## config.mk

```make
export PLATFORM = sky130hd
export DESIGN_NAME = sha256_msg_sched_flat
export DESIGN_NICKNAME = d
export VERILOG_FILES = /design/src/rtl/sha256_msg_sched_if.sv /design/src/rtl/sha256_msg_sched.sv /design/src/flat_wrapper.sv
export SDC_FILE = /design/constraint.sdc
export NUM_CORES = 2
export LEC_CHECK = 0
export CAP_MARGIN = 20
export CORE_MARGIN = 2
export CORE_UTILIZATION = 40
export CTS_CLUSTER_DIAMETER = 30
export CTS_CLUSTER_SIZE = 8
export DETAILED_ROUTE_END_ITERATION = 8
export GPL_ROUTABILITY_DRIVEN = 0
export PLACE_DENSITY = 0.74
export SLEW_MARGIN = 10
export SYNTH_ARGS = -nofsm -noshare
export SYNTH_HDL_FRONTEND = slang
export SYNTH_SLANG_ARGS = --single-unit
```

## constraint.sdc

```tcl
create_clock -name clk -period 4.14 [get_ports clk]
set_clock_uncertainty 0.05 [all_clocks]
set_input_delay 0.621 -clock clk [delete_from_list [all_inputs] [get_ports clk]]
set_output_delay 0.621 -clock clk [all_outputs]
set_load 0.01 [all_outputs]
```

## src/rtl/sha256_msg_sched_if.sv

```systemverilog
// Handshake and data bundle between a block producer, the message scheduler and the round stage.
// No logic of its own, so it adds no latency.
// Backpressure is carried by w_ready. The scheduler holds w_out and w_idx while w_ready is low.
interface sha256_msg_sched_if;
   logic         start;
   logic [511:0] block_in;
   logic         ready;
   logic         w_valid;
   logic         w_ready;
   logic [31:0]  w_out;
   logic [5:0]   w_idx;
   logic         done;

   // The producer/consumer side drives start, block_in and w_ready.
   modport master (
      output start, block_in, w_ready,
      input  ready, w_valid, w_out, w_idx, done
   );

   // The scheduler side drives the status and the word stream.
   modport slave (
      input  start, block_in, w_ready,
      output ready, w_valid, w_out, w_idx, done
   );
endinterface

```

## src/rtl/sha256_msg_sched.sv

```systemverilog
// SHA-256 message schedule generator. It expands one 512-bit block into W[0..63] with a 16-word sliding window.
// W[0] appears the cycle after start. Then one word per accepted cycle, and done pulses the cycle after W[63].
// When w_ready is low, w_out, w_idx and the window hold. start is ignored unless ready is high.
module sha256_msg_sched (
   input  logic               clk,
   input  logic               clr_n,
   sha256_msg_sched_if.slave  bus
);

   typedef enum logic [1:0] {
      IDLE = 2'd0,
      RUN  = 2'd1,
      DONE = 2'd2
   } state_t;

   state_t      state;
   logic [31:0] win [16];
   logic [5:0]  t;
   logic        rdy_q;
   logic        vld_q;
   logic        done_q;
   logic        xfer;
   logic [31:0] w_new;

   function automatic logic [31:0] sig0(input logic [31:0] x);
      return ((x >> 7) | (x << 25)) ^ ((x >> 18) | (x << 14)) ^ (x >> 3);
   endfunction

   function automatic logic [31:0] sig1(input logic [31:0] x);
      return ((x >> 17) | (x << 15)) ^ ((x >> 19) | (x << 13)) ^ (x >> 10);
   endfunction

   assign xfer  = vld_q & bus.w_ready;
   assign w_new = sig1(win[14]) + win[9] + sig0(win[1]) + win[0];

   // The FSM owns the window, the word index and the registered status outputs.
   // The word computed on the final transfer falls beyond W[63] and is never presented.
   always_ff @(posedge clk or negedge clr_n) begin
      if (!clr_n) begin
         state  <= IDLE;
         rdy_q  <= 1'b1;
         vld_q  <= 1'b0;
         done_q <= 1'b0;
         t      <= 6'd0;
         for (int i = 0; i < 16; i++) win[i] <= 32'd0;
      end else begin
         case (state)
            IDLE: begin
               if (bus.start) begin
                  for (int i = 0; i < 16; i++) win[i] <= bus.block_in[511 - 32*i -: 32];
                  t     <= 6'd0;
                  rdy_q <= 1'b0;
                  vld_q <= 1'b1;
                  state <= RUN;
               end
            end
            RUN: begin
               if (xfer) begin
                  for (int i = 0; i < 15; i++) win[i] <= win[i+1];
                  win[15] <= w_new;
                  if (t == 6'd63) begin
                     vld_q  <= 1'b0;
                     done_q <= 1'b1;
                     state  <= DONE;
                  end else begin
                     t <= t + 6'd1;
                  end
               end
            end
            DONE: begin
               done_q <= 1'b0;
               rdy_q  <= 1'b1;
               state  <= IDLE;
            end
            default: begin
               rdy_q  <= 1'b1;
               vld_q  <= 1'b0;
               done_q <= 1'b0;
               state  <= IDLE;
            end
         endcase
      end
   end

   assign bus.ready   = rdy_q;
   assign bus.w_valid = vld_q;
   assign bus.done    = done_q;
   assign bus.w_idx   = t;
   // The word bus is forced to zero whenever no valid word is presented.
   assign bus.w_out   = vld_q ? win[0] : 32'd0;

endmodule

```

## src/flat_wrapper.sv

```systemverilog
// flat-port wrapper written by rule: the top's interface ports become plain ports
module sha256_msg_sched_flat 
  (clk, clr_n, bus_start, bus_block_in, bus_w_ready, bus_ready, bus_w_valid, bus_w_out, bus_w_idx, bus_done);
  sha256_msg_sched_if bus_i ();
  input  logic clk;
  input  logic clr_n;
  input wire logic [$bits(bus_i.start)-1:0] bus_start;
  input wire logic [$bits(bus_i.block_in)-1:0] bus_block_in;
  input wire logic [$bits(bus_i.w_ready)-1:0] bus_w_ready;
  output wire logic [$bits(bus_i.ready)-1:0] bus_ready;
  output wire logic [$bits(bus_i.w_valid)-1:0] bus_w_valid;
  output wire logic [$bits(bus_i.w_out)-1:0] bus_w_out;
  output wire logic [$bits(bus_i.w_idx)-1:0] bus_w_idx;
  output wire logic [$bits(bus_i.done)-1:0] bus_done;
  assign bus_i.start = bus_start;
  assign bus_i.block_in = bus_block_in;
  assign bus_i.w_ready = bus_w_ready;
  assign bus_ready = bus_i.ready;
  assign bus_w_valid = bus_i.w_valid;
  assign bus_w_out = bus_i.w_out;
  assign bus_w_idx = bus_i.w_idx;
  assign bus_done = bus_i.done;
  sha256_msg_sched u_core (.clk(clk), .clr_n(clr_n), .bus(bus_i));
endmodule
```

==> impl_metrics.json <==
{
  "syn_nets": 4096,
  "ir_worst_vdd_v": 0.00127,
  "crit_arrival_ns": 4.57,
  "ios": 557,
  "fp.coreArea_sq_um": 69800,
  "rows": 97,
  "yosysUniqueCellTypes": 61,
  "firstDrtPassIters": 6,
  "worstHoldPathCells": 2,
  "grt_max_degree": 220,
  "reg2reg_to": "u_core.win[15]",
  "cts_tree": "built",
  "die_w_microns": 269,
  "clock-sinks": 523,
  "hold_path_end": "u_core.win[6]",
  "grt_first_pass_wirelength_microns": 164000,
  "die_area_sq_um": 72400,
  "clockPowerShare_pct": 23.1,
  "layout-drive-gt1-share_pct": 9.54,
  "wirelength_microns": 112000,
  "regToRegSetupSlack_ns": 0.04,
  "grt_pass1_vias": 26300,
  "htree_levels": 3,
  "drv_cap": 0,
  "hpwl_microns": 83000,
  "syn_area_per_cell_sq_um": 8.07,
  "power.switching_uw": 18100,
  "worstSkewPairLatency_ns": 0.67,
  "startpoint_type": "flop",
  "power.total_uw": 40700,
  "via_per_inst": 5.45,
  "p_leak_uw": 0.0174,
  "swShare_pct": 44.5,
  "nets": 4607,
  "ys_seq_elements": 523,
  "cp.required_ns": 4.62,
  "syn_inst": 3486,
  "synth.cell_area_sq_um": 28100,
  "cts_buffers": 115,
  "hold_path_class": "reg -> reg",
  "dp_slack_ns": -0.0572,
  "start_util_pct": 40.3,
  "cts_root_buffer": "clkbuf_16",
  "synth_edf_count": 0,
  "path_clk_slew_ns": 0.05,
  "critPathMaxFanout": 5,
  "crit_path_end_kind": "flop",
  "r2r_start": "u_core.win[55]",
  "power_frac_seq_pct": 19.1,
  "ys_seq_area_share_pct": 46.6,
  "ys.flop_type": "dfrtp_1",
  "die_y_microns": 269,
  "io_buffers": 556,
  "ant_nets": 0,
  "slew_headroom_pct": 25.1,
  "fin_ws_ns": 0.0435,
  "final_common_cell": "nand2_1",
  "worst-setup-path-type": "reg -> reg",
  "intPower_uw": 22600,
  "status": "finished, final reports clean",
  "reg2regPathDepth": 15,
  "grt_overflow": 0,
  "setup_viol": 0,
  "top_usage_layer": "met2",
  "final_cell_area_sq_um": 39400,
  "drcViolationCount": 0,
  "drv_slew": 0,
  "clockBufferDepth": 3,
  "layout_min_cycle_time_ns": 4.10,
  "worstMarginPinSlew_ns": 1.12,
  "rsz0062_at_grt": "true",
  "hp-start": "u_core.win[6]",
  "via_count": 27400,
  "powerDensity_nw_per_um2": 1030,
  "yosysWarnings": 0,
  "placed_cell_area_sq_um": 35000,
  "wl_per_cell_microns": 22.2,
  "antenna_found_initial": 13,
  "p_comb_share_pct": 57.8,
  "grt_util_met1_pct": 39.9,
  "met2_usage_pct": 46.1,
  "area_growth_pct": 40.2,
  "grt.met3_usage_pct": 8.22,
  "final_cell_mix": "nand2_1 (1011), clkdlybuf4s50_1 (555), nor2_1 (530)",
  "hold_viol": 0,
  "drt_iter0_drc": 3186,
  "async_reset_ff_share_pct": 100,
  "period_share_pct": 99.0,
  "fmaxAchievable_ghz": 0.244,
  "grt_usage_pct": 30.0
}
-- worst max-delay path, cell delays in order, from the launching register on --
cell,delay (ns)
dfrtp_2,0.46
xnor2_2,0.16
xnor2_1,0.14
buf_4,0.16
fa_1,0.48
inv_1,0.05
fa_1,0.48
inv_1,0.05
ha_1,0.31
a21oi_2,0.20
nor3_4,0.06
a311oi_4,0.42
a21boi_0,0.20
o21a_1,0.21
o21ai_0,0.16
or3b_1,0.36
-- flip-flops by register name (all words and copies together), names as in the netlist --
signal / count
u_core.bus.w_idx: 6
u_core.state: 2
u_core.bus.done: 1
u_core.bus.ready: 1
u_core.bus.w_valid: 1
u_core.win: 512
-- area by class of cell --
cell class / instances / area (sq um)
repair buffers: 683 / 6810
multi-input cells: 2541 / 13800
inverters: 133 / 499
clock inverters: 56 / 810
flip-flops and latches: 523 / 13100
well taps: 940 / 1180
fillers: 6098 / 30400
clock buffers: 151 / 3230
diodes: 4 / 10.0
-- per-layer routing --
| layer | share of wire [%] | vias to the layer above |
|---|---|---|
| met3 | 10 | 211 |
| met2 | 45 | 1441 |
| met1 | 40 | 13200 |
| met4 | 4.1 | 14 |
| met5 | 0.082 | - |
| li1 | - | 12500 |
-- power groups by stage --
stage          Combinational (uW)  Clock, uW  Sequential, uW
6_report                    23500       9400            7780
5_1_grt                     25500       9740            7890
4_1_cts                     21400       9460            7720
3_5_place_dp                20900          0            7770
3_3_place_gp                20600          0            7710
2_1_floorplan               13900          0            7130
-- through the flow --
stage          hold slack [ns]  std cells  TNS [ns]  utilization, %
3_3_place_gp             0.423       4814         0            50.1
5_1_grt                  0.457       5030    -0.249            56.5
2_1_floorplan            0.275       3486         0               -
6_report                 0.437       5031         0            56.5
4_1_cts                  0.421       5023         0            56.0
3_5_place_dp             0.425       4814    -0.151            50.1
-- repair_timing --
action,in CTS,in global routing
hold buffers,1,0
endpoints found under the hold margin,57,0
setup endpoints to repair,5,18
buffers inserted,1,4
pin swaps,1,14
resized for setup,3,71
-- cell families after synthesis --
group,after synthesis,share of synthesized area [%]
simple gates,1663,23.2
buf+inv,422,5.68
flops,523,46.6
xor+xnor,135,4.21
mux,3,0.111
compound gates,646,14.4
fa+ha+maj,94,5.84
-- synth_stat cells (25+ instances only) --
| master | count | area (sq um) |
|---|---|---|
| a21oi_1 | 58 | 290 |
| xnor2_1 | 110 | 963 |
| o21ai_0 | 37 | 185 |
| nor2_1 | 532 | 2000 |
| nand2_1 | 1012 | 3800 |
| fa_1 | 62 | 1240 |
| clkbuf_1 | 282 | 1060 |
| dfrtp_1 | 522 | 13100 |
| ha_1 | 32 | 400 |
| a31oi_1 | 490 | 3070 |
| inv_1 | 133 | 499 |
| and2_1 | 34 | 213 |
| xor2_1 | 25 | 219 |
-- worst max path at each step --
stage	end	slack, ns	from	cells past startpoint
finish	u_core.win[15]	0.04	u_core.win[55]	15
global route	u_core.win[15]	-0.08	u_core.win[467]	15
floorplan	u_core.win[15]	0.21	u_core.win[456]	14
CTS	u_core.win[31]	0.01	u_core.win[477]	14
global placement	u_core.win[21]	0.06	u_core.win[50]	14
detailed placement	u_core.win[25]	-0.06	u_core.win[50]	16
No activity file was read; power rests on OpenSTA's default activity.
